--- config.mk ---
export PLATFORM = sky130hd
export DESIGN_NAME = hamming_codec
export DESIGN_NICKNAME = d
export VERILOG_FILES = /design/src/rtl/hamming_pkg.sv /design/src/rtl/hamming_pipe_reg.sv /design/src/rtl/hamming_codec.sv
export SDC_FILE = /design/constraint.sdc
export NUM_CORES = 1
export LEC_CHECK = 0
export CAP_MARGIN = 15
export CORE_ASPECT_RATIO = 1.5
export CORE_MARGIN = 2
export CORE_UTILIZATION = 28
export DETAILED_ROUTE_END_ITERATION = 10
export SYNTH_ARGS = -nofsm -noshare
export SYNTH_HDL_FRONTEND = slang
export SYNTH_HIERARCHICAL = 1
export SYNTH_SLANG_ARGS = --single-unit
--- constraint.sdc ---
create_clock -name clk -period 2.2 [get_ports clk]
set_input_delay 0.44 -clock clk [delete_from_list [all_inputs] [get_ports clk]]
set_output_delay 0.44 -clock clk [all_outputs]
set_load 0.03 [all_outputs]
--- src/rtl/hamming_pkg.sv ---
// hamming_pkg: shared constants and code-layout helpers for the Hamming codec.
// Position p (1-based) of the Hamming word is code bit p-1; parity bits sit at
// power-of-two positions, data bits fill the rest in ascending order.
package hamming_pkg;

   // Highest Hamming position considered by the layout helpers (57 data + 6 parity).
   localparam int MAX_POS = 64;

   // Smallest r with 2^r >= data_w + r + 1.
   function automatic int calc_par_w(input int data_w);
      int r;
      r = 1;
      for (int i = 0; i < 8; i++) begin
         if ((1 << r) < (data_w + r + 1)) r = r + 1;
      end
      return r;
   endfunction

   // True for parity positions (1, 2, 4, 8, ...).
   function automatic bit is_pow2(input int pos);
      return (pos > 0) && ((pos & (pos - 1)) == 0);
   endfunction

   // 1-based Hamming position that carries data bit idx.
   function automatic int data_pos(input int idx);
      int cnt;
      int res;
      cnt = 0;
      res = 0;
      for (int p = 1; p < MAX_POS; p++) begin
         if (!is_pow2(p)) begin
            if ((cnt == idx) && (res == 0)) res = p;
            cnt = cnt + 1;
         end
      end
      return res;
   endfunction

   // Data bit index carried by a non-parity Hamming position.
   function automatic int data_idx(input int pos);
      int cnt;
      cnt = 0;
      for (int p = 1; p < MAX_POS; p++) begin
         if ((p < pos) && !is_pow2(p)) cnt = cnt + 1;
      end
      return cnt;
   endfunction

   // Code-bit mask of every position whose index has any bit of sel set.
   function automatic logic [MAX_POS-1:0] cover_mask(input int sel);
      logic [MAX_POS-1:0] m;
      m = '0;
      for (int p = 1; p < MAX_POS; p++) begin
         m[p-1] = ((p & sel) != 0);
      end
      return m;
   endfunction

endpackage

--- src/rtl/hamming_pipe_reg.sv ---
// hamming_pipe_reg: one-deep valid/ready register stage. Accepts a new word
// whenever it is empty or being drained in the same cycle, so it sustains one
// word per cycle while out_ready stays high.
module hamming_pipe_reg #(
   parameter int WIDTH = 8
) (
   input  logic             clk,
   input  logic             reset,
   input  logic             in_valid,
   output logic             in_ready,
   input  logic [WIDTH-1:0] in_data,
   output logic             out_valid,
   input  logic             out_ready,
   output logic [WIDTH-1:0] out_data
);

   logic             valid_reg;
   logic [WIDTH-1:0] data_reg;

   assign in_ready  = !valid_reg || out_ready;
   assign out_valid = valid_reg;
   assign out_data  = data_reg;

   // Load on handshake, otherwise drop the word once the consumer takes it.
   always_ff @(posedge clk or posedge reset) begin
      if (reset) begin
         valid_reg <= 1'b0;
         data_reg  <= '0;
      end else if (in_valid && in_ready) begin
         valid_reg <= 1'b1;
         data_reg  <= in_data;
      end else if (out_ready) begin
         valid_reg <= 1'b0;
      end
   end

endmodule

--- src/rtl/hamming_codec.sv ---
// hamming_codec: parametrised Hamming encoder and syndrome decoder with
// single-bit correction and saturating error counters. Each path is one
// registered valid/ready stage; the two paths are independent.
// Define HAMMING_SECDED_EN to append an overall parity bit (SECDED mode).
module hamming_codec
   import hamming_pkg::*;
#(
   parameter int  DATA_W = 4,
   parameter int  CNT_W  = 16,
   localparam int PAR_W  = calc_par_w(DATA_W),
   localparam int HAM_W  = DATA_W + PAR_W,
`ifdef HAMMING_SECDED_EN
   localparam int CODE_W = HAM_W + 1
`else
   localparam int CODE_W = HAM_W
`endif
) (
   input  logic              clk,
   input  logic              reset,
   input  logic              enc_in_valid,
   output logic              enc_in_ready,
   input  logic [DATA_W-1:0] enc_in_data,
   output logic              enc_out_valid,
   input  logic              enc_out_ready,
   output logic [CODE_W-1:0] enc_out_code,
   input  logic              dec_in_valid,
   output logic              dec_in_ready,
   input  logic [CODE_W-1:0] dec_in_code,
   output logic              dec_out_valid,
   input  logic              dec_out_ready,
   output logic [DATA_W-1:0] dec_out_data,
   output logic [PAR_W-1:0]  dec_out_syndrome,
   output logic              dec_out_corrected,
   output logic              dec_out_uncorr,
   input  logic              cnt_clr,
   output logic [CNT_W-1:0]  corr_cnt,
   output logic [CNT_W-1:0]  uncorr_cnt
);

   localparam int DEC_PW = DATA_W + PAR_W + 2;

   // ---------------- encoder ----------------
   // enc_spread holds the data bits at their positions with zeros at parity slots.
   logic [HAM_W-1:0]  enc_spread;
   logic [HAM_W-1:0]  enc_ham;
   logic [CODE_W-1:0] enc_code;

   genvar gi;
   generate
      for (gi = 1; gi <= HAM_W; gi++) begin : g_enc
         if (is_pow2(gi)) begin : g_par
            localparam logic [MAX_POS-1:0] MASK = cover_mask(gi);
            assign enc_spread[gi-1] = 1'b0;
            assign enc_ham[gi-1]    = ^(enc_spread & MASK[HAM_W-1:0]);
         end else begin : g_dat
            assign enc_spread[gi-1] = enc_in_data[data_idx(gi)];
            assign enc_ham[gi-1]    = enc_spread[gi-1];
         end
      end
   endgenerate

`ifdef HAMMING_SECDED_EN
   assign enc_code = {^enc_ham, enc_ham};
`else
   assign enc_code = enc_ham;
`endif

   hamming_pipe_reg #(.WIDTH(CODE_W)) u_enc_stage (
      .clk       (clk),
      .reset     (reset),
      .in_valid  (enc_in_valid),
      .in_ready  (enc_in_ready),
      .in_data   (enc_code),
      .out_valid (enc_out_valid),
      .out_ready (enc_out_ready),
      .out_data  (enc_out_code)
   );

   // ---------------- decoder ----------------
   logic [HAM_W-1:0]  dec_ham;
   logic [HAM_W-1:0]  dec_fixed;
   logic [PAR_W-1:0]  dec_syn;
   logic [DATA_W-1:0] dec_data;
   logic              syn_nz;
   logic              syn_in_range;
   logic              flip_en;
   logic              dec_corr;
   logic              dec_unc;
   logic              dec_load;
   logic [DEC_PW-1:0] dec_payload;
   logic [DEC_PW-1:0] dec_out_payload;

   assign dec_ham = dec_in_code[HAM_W-1:0];

   // Syndrome bit k is the parity of every position with bit k set, which
   // equals the XOR of the positions of all set code bits.
   generate
      for (gi = 0; gi < PAR_W; gi++) begin : g_syn
         localparam logic [MAX_POS-1:0] MASK = cover_mask(1 << gi);
         assign dec_syn[gi] = ^(dec_ham & MASK[HAM_W-1:0]);
      end
   endgenerate

   assign syn_nz       = |dec_syn;
   assign syn_in_range = syn_nz && (int'(dec_syn) <= HAM_W);

`ifdef HAMMING_SECDED_EN
   logic ovr_mis;
   // An odd number of flipped bits shows as an overall parity mismatch.
   assign ovr_mis  = ^dec_in_code;
   assign flip_en  = syn_in_range && ovr_mis;
   assign dec_corr = ovr_mis && (syn_in_range || !syn_nz);
   assign dec_unc  = syn_nz && !flip_en;
`else
   assign flip_en  = syn_in_range;
   assign dec_corr = syn_in_range;
   assign dec_unc  = syn_nz && !syn_in_range;
`endif

   // Flip the code bit the syndrome points at; uncorrectable words pass raw.
   always_comb begin
      dec_fixed = dec_ham;
      for (int p = 1; p <= HAM_W; p++) begin
         if (flip_en && (int'(dec_syn) == p)) dec_fixed[p-1] = ~dec_ham[p-1];
      end
   end

   generate
      for (gi = 0; gi < DATA_W; gi++) begin : g_ext
         localparam int POS = data_pos(gi);
         assign dec_data[gi] = dec_fixed[POS-1];
      end
   endgenerate

   assign dec_payload = {dec_unc, dec_corr, dec_syn, dec_data};

   hamming_pipe_reg #(.WIDTH(DEC_PW)) u_dec_stage (
      .clk       (clk),
      .reset     (reset),
      .in_valid  (dec_in_valid),
      .in_ready  (dec_in_ready),
      .in_data   (dec_payload),
      .out_valid (dec_out_valid),
      .out_ready (dec_out_ready),
      .out_data  (dec_out_payload)
   );

   assign dec_out_data      = dec_out_payload[DATA_W-1:0];
   assign dec_out_syndrome  = dec_out_payload[DATA_W +: PAR_W];
   assign dec_out_corrected = dec_out_payload[DEC_PW-2];
   assign dec_out_uncorr    = dec_out_payload[DEC_PW-1];

   // ---------------- statistics ----------------
   logic [CNT_W-1:0] corr_cnt_reg;
   logic [CNT_W-1:0] uncorr_cnt_reg;

   assign dec_load   = dec_in_valid && dec_in_ready;
   assign corr_cnt   = corr_cnt_reg;
   assign uncorr_cnt = uncorr_cnt_reg;

   // Count flagged decoder loads, saturating; a clear wins over an increment.
   always_ff @(posedge clk or posedge reset) begin
      if (reset) begin
         corr_cnt_reg   <= '0;
         uncorr_cnt_reg <= '0;
      end else if (cnt_clr) begin
         corr_cnt_reg   <= '0;
         uncorr_cnt_reg <= '0;
      end else begin
         if (dec_load && dec_corr && (corr_cnt_reg != {CNT_W{1'b1}}))
            corr_cnt_reg <= corr_cnt_reg + CNT_W'(1);
         if (dec_load && dec_unc && (uncorr_cnt_reg != {CNT_W{1'b1}}))
            uncorr_cnt_reg <= uncorr_cnt_reg + CNT_W'(1);
      end
   end

endmodule

==> impl_metrics.json, run 1 <==
{
  "cts_num_sinks": 34,
  "synth-seq-cells": 34,
  "grt_pass1_wl_um": 8620,
  "antenna_found_initial": 0,
  "syn_to_final_growth_pct": 42.4,
  "place_area_mm2": 0.00296,
  "critical-path-slowest-cell": "or4_1",
  "drt-pass1-iter-count": 5,
  "cts_made_buffers": 5,
  "routabilityCongestion": 0.849,
  "grt_pass1_vias": 1839,
  "grt_usage": 0.125,
  "synth_cells": 212,
  "cap_violations": 0,
  "max-slew-margin-rel": 0.642,
  "ys_warn_count": 6,
  "multiInputGateArea_mm2": 0.00124,
  "synthArstFlopShare": 1.00,
  "arrival_ns": 2.30,
  "via_per_inst": 4.73,
  "die_h_um": 113,
  "final-setup-viol-count": 0,
  "fin_worst_skew_ns": 0.00621,
  "synthSimpleGateAreaFrac": 0.202,
  "cp-end-kind": "flip-flop",
  "synth_mux_area_frac": 0.129,
  "yosysUniqueCellTypes": 45,
  "path_clk_slew_ns": 0.05,
  "synth_xor_area_frac": 0.0623,
  "first_iter_violations": 52,
  "largest_reg_flops": 16,
  "synth_fa_ha_area_frac": 0.00567,
  "drc": 0,
  "max_freq_ghz": 0.473,
  "outcome": "completed",
  "die_w_um": 76.5,
  "grt_max_degree": 18,
  "io_pins": 70,
  "cellLeakagePower_uw": 0.00134,
  "start_util": 0.290,
  "fill_cells": 767,
  "clkLatencyLatePin_ns": 0.28,
  "cp_slowest_stage_delay_ns": 0.52,
  "core-area_mm2": 0.00761,
  "synth_compound_area_frac": 0.125,
  "min_path_type": "flip-flop to flip-flop",
  "ys_dominant_reg_cell": "dfrtp_1",
  "grt_setup_unrepaired": "false",
  "drive_gt1_frac": 0.259,
  "tightest_slew_ns": 0.535,
  "ir_worst_vdd_uv": 316,
  "cts_root_buffer": "clkbuf_16",
  "required_ns": 2.38,
  "placementRows": 39,
  "dpl.hpwl_um": 4060,
  "path_class": "primary input to flip-flop",
  "clk_path_buf_depth": 2,
  "insertedDiodeCount": 0,
  "final_cell_mix": "clkdlybuf4s50_1 (50), dfrtp_1 (32), buf_4 (32)",
  "finalCritPeriodShare": 0.962,
  "ys_seq_area_frac": 0.385,
  "crit_path_start_kind": "primary input",
  "final_common_cell": "clkdlybuf4s50_1",
  "synth_area_mm2": 0.00221,
  "die_area_mm2": 0.00863,
  "drv_slew": 0,
  "htreeDepth": 2,
  "hold_viol_final": 0,
  "routedWlPerCell_um": 13.4,
  "post-route-cell-area_mm2": 0.00315,
  "cts_tree": "built",
  "period_minus_slack_ns": 2.12,
  "portBuffers": 53,
  "nNetsFinal": 312,
  "synth_edf_count": 0,
  "worst-path-max-fanout": 17,
  "tns_ns": 0,
  "ant_nets": 0,
  "postSynthAreaPerCell_um2": 10.4,
  "crit_chain": "clkdlybuf4s50_1 > xor2_2 > and3_1 > o21a_4 > or4_1 > a21oi_1",
  "route.vias.total": 1875,
  "wirelength_um": 5300,
  "synth_top_family_by_area": "simple AND/OR/NAND/NOR gates",
  "register_area_um2": 853,
  "overflow": 0,
  "powerDensity_mw_per_mm2": 696
}
==> routing by layer <==
| metal | up-vias | wire length (µm) | part of all wire | global-route usage |
|---|---|---|---|---|
| met5 | - | 0 | 0 | 0 |
| met4 | 0 | 151 | 0.029 | 0.0727 |
| li1 | 889 | - | - | - |
| met1 | 907 | 2050 | 0.39 | 0.134 |
| met3 | 12 | 269 | 0.051 | 0.0231 |
| met2 | 67 | 2830 | 0.53 | 0.227 |
==> stage by stage <==
step / power [µW] / util / hold slack, ns / setup WS (ns) / std cells
global placement: 1490 / 0.389 / 0.498 / -0.246 / 386
CTS: 2220 / 0.409 / 0.512 / 0.00142 / 394
finish: 2190 / 0.413 / 0.508 / 0.0837 / 396
global route: 2310 / 0.413 / 0.525 / 0.0112 / 396
floorplan: 1230 / - / 0.256 / -0.0579 / 228
detailed placement: 1500 / 0.389 / 0.500 / -0.272 / 386
==> cell type report <==
class | count | share of cell area
repair buffers | 83 | 0.239
flip-flops and latches | 34 | 0.271
clock inverters | 1 | 0.00159
clock buffers | 7 | 0.0453
well taps | 102 | 0.0406
multi-input cells | 162 | 0.393
inverters | 7 | 0.00835
==> final timing paths <==
| kind | startpoint | end | slack (ns) | cells after the start |
|---|---|---|---|---|
| min reg2reg | u_dec_stage/out_data[1] | u_dec_stage/out_data[1] | 0.51 | 1 |
| min in group asynchronous | reset | u_enc_stage/out_data[3] | 0.52 | 2 |
| max in group asynchronous | reset | corr_cnt[4] | 1.19 | 3 |
| max reg2reg | corr_cnt[0] | corr_cnt[11] | 0.13 | 6 |
| max | dec_in_code[6] | corr_cnt[7] | 0.08 | 6 |
| min | u_dec_stage/out_data[1] | u_dec_stage/out_data[1] | 0.51 | 1 |
==> cell usage after synthesis, drive strengths merged, types with 4 or more instances <==
| cell | count | share of area |
|---|---|---|
| o22ai | 5 | 0.014 |
| nand2 | 10 | 0.028 |
| or4 | 7 | 0.024 |
| nand2b | 4 | 0.018 |
| o31ai | 7 | 0.024 |
| dfrtp | 34 | 0.39 |
| nor3 | 5 | 0.014 |
| mux2 | 20 | 0.13 |
| buf | 22 | 0.072 |
| o21ai | 6 | 0.014 |
| inv | 6 | 0.010 |
| nand4 | 4 | 0.018 |
| nor2b | 4 | 0.011 |
| xnor2 | 9 | 0.036 |
| xor2 | 5 | 0.027 |
| nor2 | 7 | 0.012 |
| nand3 | 8 | 0.018 |
| a21oi | 24 | 0.054 |
==> cells by family (layout without fill, tap and decap cells) <==
logic type                 after synthesis  count (layout)
AOI/OAI and AO/OA                       47              47
xor gates and xnor gates                14              14
adders and majority gates                1               1
buffers and inverters                   32              98
DFF                                     34              34
muxes                                   20              20
other                                    1              17
and+or+nand+nor                         63              63
==> worst max-delay path: cells and delay by family <==
kind,cells,cell delay (ns)
AND/OR/NAND/NOR,2,0.72
buffers and inverters,1,0.49
AO/OA/AOI/OAI,2,0.43
XOR/XNOR,1,0.20
==> what timing repair did <==
action / in CTS / in global routing
hold endpoints to repair: 0 / 0
buffers inserted: 0 / 2
gates resized for setup: 1 / 5
pin swaps: 0 / 1
setup endpoints to repair: 1 / 18
hold buffers: 0 / 0
==> power by group <==
part           total, µW  internal, µW  switching (µW)  leakage, µW
Clock                699           448             250    0.0000739
Sequential           742           699            43.4     0.000427
Combinational        748           350             398     0.000838
Total               2190          1500             692      0.00134
Power figures use the tool's default switching activity.
==> run 2, diff against run 1 <==
- clock period: 2.2 -> 2.6 ns (I/O delays scaled with it)
==> run 2 against run 1 <==
Against the previous run:
- global-route usage increased by 0.23 points
- highest routed layer unchanged
- clock power increased by 11%
- largest cell class unchanged
- register-to-register slack improved by 0.16 ns
==> impl_metrics.json, run 2 (synthesis results as in run 1) <==
{
  "outcome": "completed",
  "tightest_slew_ns": 0.661,
  "min_to": "u_dec_stage/out_data[8]",
  "fill_cells": 781,
  "worst-path-max-fanout": 5,
  "holdBufCountCts": 0,
  "grt_pass1_vias": 1842,
  "die_h_um": 113,
  "die_w_um": 76.5,
  "fin_util": 0.400,
  "final_common_cell": "clkdlybuf4s50_1",
  "placementRows": 39,
  "cellLeakagePower_uw": 0.00126,
  "cap_violations": 0,
  "powerDensity_mw_per_mm2": 659,
  "period_minus_slack_ns": 2.34,
  "overflow": 0,
  "crit_path_start_kind": "primary input",
  "antenna_found_initial": 0,
  "dpl.hpwl_um": 3990,
  "max_freq_ghz": 0.427,
  "wirelength_um": 5170,
  "cts_num_sinks": 34,
  "path_class": "primary input to primary output",
  "arrival_ns": 1.82,
  "via_per_inst": 4.73,
  "finalCritPeriodShare": 0.900,
  "io_pins": 70,
  "portBuffers": 53,
  "fin_worst_skew_ns": 0.00318,
  "routabilityCongestion": 0.780,
  "maxUsedRoutingLayer": "met4",
  "drt-pass1-iter-count": 4,
  "largest_reg_flops": 16,
  "syn_to_final_growth_pct": 38.0,
  "tns_ns": 0,
  "final_cell_mix": "clkdlybuf4s50_1 (53), dfrtp_1 (34), a21oi_1 (24)",
  "route.vias.total": 1794,
  "worstHoldStart": "u_dec_stage/out_data[8]",
  "power.total_uw": 2010,
  "insertedDiodeCount": 0,
  "required_ns": 2.08,
  "cts_resized": 0,
  "final_cell_count_no_fill": 379,
  "r2r_slack_ns": 0.29,
  "clk_path_buf_depth": 2,
  "path_clk_slew_ns": 0.06,
  "cp-end-kind": "primary output",
  "die_area_mm2": 0.00863,
  "min_path_type": "flip-flop to flip-flop",
  "multiInputGateArea_mm2": 0.00122,
  "reg2reg_to": "corr_cnt[11]",
  "whs_path_depth": 1,
  "grt_usage": 0.127,
  "route.met2.wl_um": 2670,
  "final-setup-viol-count": 0,
  "grt_max_degree": 25,
  "post-route-cell-area_mm2": 0.00305,
  "drt-met1-wl_um": 2090,
  "register_area_um2": 851,
  "core-area_mm2": 0.00761,
  "place_area_mm2": 0.00285,
  "cts_root_buffer": "clkbuf_16",
  "cts_tree": "built",
  "post-cts-setup-buffers": 0,
  "grt_pass1_wl_um": 8870,
  "hold_viol_final": 0,
  "start_util": 0.290,
  "clkLatencyLatePin_ns": 0.28,
  "first_iter_violations": 42,
  "nNetsFinal": 295,
  "routedWlPerCell_um": 13.6,
  "r2r_start": "corr_cnt[0]",
  "max-slew-margin-rel": 0.559,
  "drv_slew": 0,
  "drc": 0,
  "grt_setup_unrepaired": "false",
  "cts_made_buffers": 5,
  "drive_gt1_frac": 0.184,
  "post-place-cells": 371,
  "r2r_cells": 6,
  "ant_nets": 0,
  "htreeDepth": 2,
  "routed-wl-met3_um": 351,
  "ir_worst_vdd_uv": 447
}
-- run 2: changes by cell type in the layout (fill, tap and decap cells not counted), moves of 2 or more --
cell / delta
bufinv_16: +2
dfrtp_2: -2
buf_4: -19
dfrtp_1: +2
clkdlybuf4s50_1: +3
-- run 2: cell type report --
type / instances / area share
Clock buffer: 5 / 0.0411
Clock inverter: 3 / 0.0226
Inverter: 7 / 0.00862
Multi-Input combinational cell: 162 / 0.401
Sequential cell: 34 / 0.279
Tap cell: 102 / 0.0419
Timing Repair Buffer: 66 / 0.206
-- run 2: where the power goes --
part,leakage (µW),internal [µW],switching [µW]
Sequential,0.000430,591,38.1
Clock,0.0000940,550,225
Combinational,0.000738,275,330
-- run 2: how the worst max path moves through the flow --
stage | cells after the start | startpoint | end
5_1_grt | 8 | dec_in_code[2] | u_dec_stage/out_data[3]
2_1_floorplan | 7 | corr_cnt[0] | corr_cnt[11]
3_5_place_dp | 6 | dec_in_code[5] | corr_cnt[10]
4_1_cts | 3 | dec_out_ready | dec_in_ready
6_report | 3 | dec_out_ready | dec_in_ready
3_3_place_gp | 6 | dec_in_code[5] | corr_cnt[10]
-- run 2: routing by layer --
metal	GRT usage	vias to the layer above
met5	0	-
met4	0.0352	0
met3	0.0407	7
met2	0.228	68
met1	0.144	864
li1	-	855
-- run 2: stage by stage --
stage               setup slack (ns)  hold slack (ns)
floorplan                      0.281            0.336
CTS                            0.253            0.512
global route                   0.145            0.531
finish                         0.259            0.508
detailed placement            0.0213            0.495
global placement              0.0350            0.496
-- run 2: critical path, stage by stage --
cell and delay [ns]:
clkdlybuf4s50_1 0.45, nand2b_4 0.17, clkdlybuf4s50_1 0.68
==> run 3, diff against run 2 <==
- CORE_UTILIZATION: 28 -> 50
- PLACE_DENSITY: default -> 0.85
==> run 3 against run 2 <==
Against the previous run:
- clock-buffer cell count unchanged
- maximum frequency down 0.56%
- sequential share of layout area up 1.2 points
- setup slack worse by 0.013 ns
- power down 9.8%
- worst hold slack better by 0.0040 ns
- sequential power about the same
- non-clock buffer count unchanged
- critical path type unchanged
- critical endpoint unchanged
==> impl_metrics.json, run 3 (synthesis results as in run 1) <==
{
  "clk_path_buf_depth": 2,
  "cap_violations": 0,
  "portBuffers": 53,
  "max_freq_ghz": 0.425,
  "ant_nets": 0,
  "post-cts-setup-buffers": 0,
  "finalCritPeriodShare": 0.906,
  "route.met2.wl_um": 2660,
  "core-area_mm2": 0.00425,
  "cts_root_buffer": "clkbuf_8",
  "grt_pass1_wl_um": 7800,
  "drt-pass1-iter-count": 4,
  "cellLeakagePower_uw": 0.00124,
  "route.vias.total": 1801,
  "io_pins": 70,
  "arrival_ns": 1.83,
  "crit_path_start_kind": "primary input",
  "fill_cells": 330,
  "final_cell_count_no_fill": 323,
  "drc": 0,
  "grt_usage": 0.204,
  "critical-path-slowest-cell": "clkdlybuf4s50_1",
  "ir_worst_vdd_uv": 593,
  "cts_resized": 0,
  "overflow": 0,
  "cp_common_cell": "clkdlybuf4s50_1",
  "grt_max_degree": 26,
  "required_ns": 2.08,
  "final-setup-viol-count": 0,
  "die_area_mm2": 0.00498,
  "holdWs_ns": 0.512,
  "htreeDepth": 2,
  "antenna_found_initial": 0,
  "drv_slew": 0,
  "insertedDiodeCount": 0,
  "first_iter_violations": 34,
  "cp-end-kind": "primary output",
  "via_per_inst": 5.58,
  "path_class": "primary input to primary output",
  "path_clk_slew_ns": 0.07,
  "worst-path-max-fanout": 5,
  "cts_tree": "built",
  "die_w_um": 58.3,
  "post-place-cells": 315,
  "outcome": "completed",
  "period_minus_slack_ns": 2.35,
  "routed-wl-met3_um": 186,
  "tightest_slew_ns": 0.641,
  "final_common_cell": "clkdlybuf4s50_1",
  "routedWlPerCell_um": 14.7,
  "drt-met1-wl_um": 1810,
  "holdBufCountCts": 0,
  "cts_made_buffers": 5,
  "routabilityCongestion": 0.815,
  "r2r_slack_ns": 0.32,
  "crit_chain": "clkdlybuf4s50_1 > nand2b_4 > clkdlybuf4s50_1",
  "grt_setup_unrepaired": "false",
  "cts_num_sinks": 34,
  "cp_slowest_stage_delay_ns": 0.70,
  "final_cell_mix": "clkdlybuf4s50_1 (53), dfrtp_1 (34), a21oi_1 (24)",
  "fin_worst_skew_ns": 0.00695,
  "clkLatencyLatePin_ns": 0.29,
  "max-slew-margin-rel": 0.572,
  "maxUsedRoutingLayer": "met4",
  "largest_reg_flops": 16,
  "min_path_type": "flip-flop to flip-flop",
  "die_h_um": 85.4,
  "tns_ns": 0,
  "placementRows": 29,
  "path_delay_family": "buffers and inverters",
  "powerDensity_mw_per_mm2": 621,
  "path_buf_inv": 2,
  "drive_gt1_frac": 0.184,
  "wirelength_um": 4750,
  "nNetsFinal": 295,
  "grt_pass1_vias": 1697,
  "hold_viol_final": 0,
  "start_util": 0.520,
  "dpl.hpwl_um": 3620,
  "syn_to_final_growth_pct": 32.3
}
## run 3: cell counts in the layout (fill, tap and decap cells not counted)
No cell type changed its count.
## run 3: where the power goes
group / switching, µW / total (µW) / internal (µW) / leakage (µW)
clock network: 199 / 583 / 384 / 0.0000683
registers: 38.3 / 628 / 590 / 0.000430
logic: 326 / 602 / 276 / 0.000738
## run 3: final cells by class
class                           instances  area, µm²  area share
Clock inverter                          3       68.8      0.0236
Clock buffer                            5       68.8      0.0236
Multi-Input combinational cell        162       1220       0.418
Timing Repair Buffer                   66        628       0.215
Inverter                                7       26.3     0.00899
Sequential cell                        34        851       0.291
Tap cell                               46       57.6      0.0197
## run 3: metal layers
layer / GRT usage / vias to the layer above
met5: 0 / -
met4: 0.0825 / 0
met3: 0.0412 / 8
met2: 0.354 / 56
met1: 0.240 / 881
li1: - / 856
## run 3: path summary, 6_finish.rpt
| path | from | end | depth (start not counted) |
|---|---|---|---|
| hold / removal | u_enc_stage/out_data[3] | u_enc_stage/out_data[3] | 1 |
| max in group asynchronous | reset | corr_cnt[14] | 2 |
| hold reg to reg | u_enc_stage/out_data[3] | u_enc_stage/out_data[3] | 1 |
| min in group asynchronous | reset | u_enc_stage/out_data[0] | 2 |
| setup reg to reg | corr_cnt[0] | corr_cnt[9] | 6 |
| setup / recovery | dec_out_ready | dec_in_ready | 3 |
## run 3: through the flow
step | power (µW) | setup slack [ns] | utilization | cell area (µm²)
2_1_floorplan | 1040 | 0.281 | - | 2270
3_3_place_gp | 1230 | 0.0801 | 0.656 | 2780
3_5_place_dp | 1240 | 0.0275 | 0.656 | 2780
4_1_cts | 1830 | 0.236 | 0.688 | 2920
5_1_grt | 1890 | 0.168 | 0.688 | 2920
6_report | 1810 | 0.246 | 0.688 | 2920
